--- src/rtl/riscv_core_dcache_axi_read_adapter.sv ---
// D-cache refill engine: turns a miss request into one aligned AXI4 INCR read burst
// and assembles the returned beats into a full cache block for the replace path.
module riscv_core_dcache_axi_read_adapter #(
  parameter int                  ADDR_WIDTH    = 64,
  parameter int                  AXI_BUS_WIDTH = 64,
  parameter int                  BLOCK_WIDTH   = 256,
  parameter int                  ID_WIDTH      = 4,
  parameter logic [ID_WIDTH-1:0] ID_VALUE      = '0
) (
  input  logic                     i_clk,
  input  logic                     i_rst,
  input  logic                     i_mem_read_req,
  input  logic [ADDR_WIDTH-1:0]    i_mem_read_address,
  output logic                     o_mem_read_done,
  output logic [BLOCK_WIDTH-1:0]   o_block_to_cache,
  output logic                     o_bus_error,
  output logic                     o_arvalid,
  input  logic                     i_arready,
  output logic [ADDR_WIDTH-1:0]    o_araddr,
  output logic [7:0]               o_arlen,
  output logic [2:0]               o_arsize,
  output logic [1:0]               o_arburst,
  output logic [ID_WIDTH-1:0]      o_arid,
  input  logic                     i_rvalid,
  output logic                     o_rready,
  input  logic [AXI_BUS_WIDTH-1:0] i_rdata,
  input  logic [1:0]               i_rresp,
  input  logic                     i_rlast,
  input  logic [ID_WIDTH-1:0]      i_rid
);

  localparam int BEATS = BLOCK_WIDTH / AXI_BUS_WIDTH;
  localparam int CNT_W = (BEATS > 1) ? $clog2(BEATS) : 1;
  localparam int OFF_W = $clog2(BLOCK_WIDTH / 8);

  typedef enum logic [1:0] {S_IDLE, S_ADDR, S_DATA, S_DONE} state_t;

  state_t                   r_state, w_state_nxt;
  logic                     r_arvalid, w_arvalid_nxt;
  logic                     r_rready, w_rready_nxt;
  logic [ADDR_WIDTH-1:0]    r_araddr, w_araddr_nxt;
  logic [BLOCK_WIDTH-1:0]   r_block, w_block_nxt;
  logic [CNT_W-1:0]         r_cnt, w_cnt_nxt;
  logic                     r_err, w_err_nxt;
  logic                     r_armed, w_armed_nxt;
  logic                     r_done, w_done_nxt;
  logic                     r_bus_err, w_bus_err_nxt;
  logic                     w_beat, w_last_beat, w_beat_err;
  logic                     w_unused_offset;

  // Byte offset within the block never reaches the bus: bursts are block aligned.
  assign w_unused_offset = &{1'b0, i_mem_read_address[OFF_W-1:0]};

  assign w_beat      = (r_state == S_DATA) & i_rvalid & r_rready;
  assign w_last_beat = (r_cnt == CNT_W'(BEATS - 1));
  // rlast must coincide exactly with the final beat; anything else marks the burst faulty.
  assign w_beat_err  = i_rresp[1] | (i_rid != ID_VALUE) | (i_rlast != w_last_beat);

  always_comb begin
    w_state_nxt   = r_state;
    w_arvalid_nxt = r_arvalid;
    w_rready_nxt  = r_rready;
    w_araddr_nxt  = r_araddr;
    w_block_nxt   = r_block;
    w_cnt_nxt     = r_cnt;
    w_err_nxt     = r_err;
    w_armed_nxt   = r_armed | ~i_mem_read_req;
    w_done_nxt    = 1'b0;
    w_bus_err_nxt = 1'b0;
    case (r_state)
      S_IDLE: begin
        if (i_mem_read_req && r_armed) begin
          w_araddr_nxt  = {i_mem_read_address[ADDR_WIDTH-1:OFF_W], {OFF_W{1'b0}}};
          w_arvalid_nxt = 1'b1;
          w_state_nxt   = S_ADDR;
        end
      end
      S_ADDR: begin
        if (i_arready) begin
          w_arvalid_nxt = 1'b0;
          w_rready_nxt  = 1'b1;
          w_cnt_nxt     = '0;
          w_state_nxt   = S_DATA;
        end
      end
      S_DATA: begin
        if (w_beat) begin
          w_block_nxt[int'(r_cnt)*AXI_BUS_WIDTH +: AXI_BUS_WIDTH] = i_rdata;
          w_cnt_nxt = r_cnt + 1'b1;
          w_err_nxt = r_err | w_beat_err;
          if (w_last_beat) begin
            w_rready_nxt  = 1'b0;
            w_done_nxt    = 1'b1;
            w_bus_err_nxt = r_err | w_beat_err;
            w_state_nxt   = S_DONE;
          end
        end
      end
      S_DONE: begin
        // Controller may still hold req this cycle; a low sample is needed to re-arm.
        w_err_nxt   = 1'b0;
        w_armed_nxt = ~i_mem_read_req;
        w_state_nxt = S_IDLE;
      end
      default: w_state_nxt = S_IDLE;
    endcase
  end

  always_ff @(posedge i_clk or posedge i_rst) begin
    if (i_rst) begin
      r_state   <= S_IDLE;
      r_arvalid <= 1'b0;
      r_rready  <= 1'b0;
      r_araddr  <= '0;
      r_block   <= '0;
      r_cnt     <= '0;
      r_err     <= 1'b0;
      r_armed   <= 1'b1;
      r_done    <= 1'b0;
      r_bus_err <= 1'b0;
    end else begin
      r_state   <= w_state_nxt;
      r_arvalid <= w_arvalid_nxt;
      r_rready  <= w_rready_nxt;
      r_araddr  <= w_araddr_nxt;
      r_block   <= w_block_nxt;
      r_cnt     <= w_cnt_nxt;
      r_err     <= w_err_nxt;
      r_armed   <= w_armed_nxt;
      r_done    <= w_done_nxt;
      r_bus_err <= w_bus_err_nxt;
    end
  end

  assign o_mem_read_done  = r_done;
  assign o_bus_error      = r_bus_err;
  assign o_block_to_cache = r_block;
  assign o_arvalid        = r_arvalid;
  assign o_araddr         = r_araddr;
  assign o_rready         = r_rready;
  assign o_arlen          = 8'(BEATS - 1);
  assign o_arsize         = 3'd3;
  assign o_arburst        = 2'b01;
  assign o_arid           = ID_VALUE;

endmodule
--- config.mk ---
export PLATFORM = sky130hd
export DESIGN_NAME = riscv_core_dcache_axi_read_adapter
export DESIGN_NICKNAME = d
export VERILOG_FILES = /design/src/rtl/riscv_core_dcache_axi_read_adapter.sv
export SDC_FILE = /design/constraint.sdc
export NUM_CORES = 1
export LEC_CHECK = 0
export BUFFER_PORTS_ARGS = -buffer_cell sky130_fd_sc_hd__buf_2
export CAP_MARGIN = 20
export CORE_ASPECT_RATIO = 0.8
export CORE_MARGIN = 5
export CORE_UTILIZATION = 25
export DETAILED_ROUTE_END_ITERATION = 7
export SYNTH_ARGS = -nofsm -noshare
export SYNTH_HDL_FRONTEND = slang
export SYNTH_SLANG_ARGS = --single-unit
export TNS_END_PERCENT = 10
--- constraint.sdc ---
create_clock -name i_clk -period 24.4 [get_ports i_clk]
set_clock_uncertainty 0.2 [all_clocks]
set_input_delay 0 -clock i_clk [delete_from_list [all_inputs] [get_ports i_clk]]
set_output_delay 0 -clock i_clk [all_outputs]
set_load 0.02 [all_outputs]
==> run metrics <==
crit path time final 3.16 ns; total number of vias 10,914; Core Area 0.0509 mm2; global-route wire length before repair between 60 and 70 mm; Final Setup Violations 0; Clock Pin Slew Worst Setup and Hold Paths 0.06 ns; number of flops mapped to enable cells by yosys 0; most common cell after layout, fill and taps aside buf_2; LEAKAGE between 9 and 10 nW; sequential fraction of the synthesis area 63.4%; PortBufs ~450; WS Path Type register to register; Placed Area 0.0156 mm2; most frequent cells in the layout buf_2 (452), nand2_1 (386), dfrtp_1 (324), o21ai_0 (197), dlygate4sd3_1 (159); RePlAce Congestion 0.768; Pre-antenna DRT Iters 4; synthesized area per cell around 11 um2; Worst R2R Setup Slack 21.24 ns; Worst Path Required ~25 ns; CP Max Fanout between 50 and 60; die area between 0.05 and 0.06 mm2; Ports around 480; num rows 74; Antenna Nets Post-Route 0; Reg area slightly above 0.008 mm2; initial cell density of the core between 20% and 30%; initial DRC count 620; crit path DAT between 3 and 4 ns; Cells after Synth about 1,200; worst skew pair latency 0.53 ns; Worst IR Drop VDD ~0.000077 V; Die Ht 213 um; min-delay worst type input port to asynchronous set/reset pin; cts hold-fix bufs between 150 and 200; final-report max-slew violation count 0; residual DRC count 0; P&R area growth vs syn 43.2%; status complete, no violations; M1 GR Usage between 20% and 30%; Total GRT Usage roughly 15%; Setup crit start kind register; worst-margin pin slew slightly below 1 ns; Relative slew margins roughly 36%; vias per cell ~4.4; clk sink count 325; Power per Cell Area 103 mW/mm2; setup TNS 0 ns; # fillers between 5,000 and 6,000; Worst setup EP type register; placed insts 2,259; Max clock buf depth 3; total power 0.00188 W; Max-Cap Viols 0; Fin. Hold Viols 0; Setup Fix Bufs, Post-CTS 0; H-Tree Depth 2; fraction of registers with async set/reset 100%; Remaining Overflow, GRT 0; M3 GR Usage around 3.8%; initial antenna violation count 0; most used routing layer met2; Num CTS Buffers 37; Syn Std Cell Area around 0.013 mm2; post-CTS resize count 0; FF+latch count, synth 325; TritonCTS clock tree built; Top FF cell, synth dfrtp_1; R2R cell count 5; multi-input logic area slightly above 0.004 mm2; clk root buf clkbuf_16; Synth warnings 0; vias in the first global route 11,353; Netlist cell types 34; largest net degree at the start of global routing approximately 120; share of cells above drive strength 1 roughly 33%; RSZ-0062 raised after global routing no; Die X-Extent about 260 um; Max Fclk between 0.3 and 0.4 GHz; Total Wirelength roughly 45 mm; Avg WL per Cell between 15 and 20 um; final std cells w/o fill about 2,500; DP HPWL about 29 mm; fin crit share between 10% and 20%; GRT met2 Usage 25.0%; nets@finish roughly 1,900; final instance area 0.0184 mm2
## metrics by stage
step                setup WS, ns  hold WS [ns]  utilization, %
global placement           21.36        0.0143            30.6
CTS                        21.23      0.000432            36.0
floorplan                  15.20        -0.131               -
detailed placement         21.26        0.0317            30.6
finish                     21.24       0.00548            36.1
global route               21.09        0.0203            36.1
## logic make-up (layout without fill, tap and decap cells)
logic type / count (synthesis) / count (layout) / share of synthesized area (%)
and+or+nand+nor: 406 / 406 / 12.3
DFF: 325 / 325 / 63.4
AOI/OAI and AO/OA: 272 / 272 / 12.7
buffers and inverters: 118 / 703 / 5.11
muxes: 60 / 60 / 5.26
adders and majority gates: 11 / 11 / 1.07
other: 2 / 24 / 0.0585
xor gates and xnor gates: 1 / 1 / 0.0682
## cell usage after synthesis (2+ instances only)
master	instances	area [um2]
nand2_1	386	1450
dfrtp_1	324	8110
o21ai_0	197	986
a22o_1	65	569
mux2_2	60	676
buf_2	41	205
clkbuf_1	31	116
buf_4	29	218
ha_1	11	138
inv_1	10	37.5
buf_6	7	78.8
nand3_1	4	20.0
nand4_1	4	25.0
a21boi_0	2	15.0
a31oi_1	2	12.5
conb_1	2	7.51
nor2_1	2	7.51
nor3b_1	2	15.0
## worst max-delay path, stage by stage, from the launching register on
cell     delay [ns]
dfrtp_1        0.58
inv_1          0.16
ha_1           0.42
nor4b_4        0.64
buf_4          0.75
a22o_1         0.24
## registers in the layout, summed over array words and instances (netlist names)
| register | flops |
|---|---|
| r_armed | 1 |
| r_state | 2 |
| o_block_to_cache | 256 |
| o_mem_read_done | 1 |
| r_err | 1 |
| o_bus_error | 1 |
| o_arvalid | 1 |
| r_cnt | 2 |
| o_araddr | 59 |
| o_rready | 1 |
## per-layer routing
layer	routed length, um	vias to the layer above	share of wire, %
li1	-	5112	-
met1	19500	5353	43
met3	2850	86	6.3
met4	1290	0	2.8
met5	0	-	0
met2	21700	363	48
## power breakdown
group / internal, W / leakage [nW] / total, W / switching, W
registers: 0.000664 / 4.35 / 0.000734 / 0.0000692
clock network: 0.000312 / 0.572 / 0.000539 / 0.000226
logic: 0.000229 / 4.15 / 0.000612 / 0.000383
total: 0.00121 / 9.07 / 0.00188 / 0.000679
## worst paths after layout
path	from	endpoint
setup reg to reg	r_cnt[0]$_DFFE_PP0P_	o_block_to_cache[19]$_DFFE_PP0P_
hold / removal	i_rst	r_err$_DFFE_PP0P_
setup / recovery	r_cnt[0]$_DFFE_PP0P_	o_block_to_cache[19]$_DFFE_PP0P_
hold reg to reg	o_block_to_cache[89]$_DFFE_PP0P_	o_block_to_cache[89]$_DFFE_PP0P_
min in group i_clk	i_mem_read_address[5]	o_araddr[5]$_DFFE_PP0P_
max in group asynchronous	i_rst	o_block_to_cache[84]$_DFFE_PP0P_
## area by class of cell
cell class | count | area share (%)
repair buffers | 628 | 21.8
clock inverters | 11 | 0.408
multi-input cells | 772 | 22.6
inverters | 10 | 0.245
clock buffers | 54 | 5.94
well taps | 684 | 4.66
flip-flops and latches | 325 | 44.3
diodes | 2 | 0.0272
Note: power is estimated with default switching activity, not from simulation.
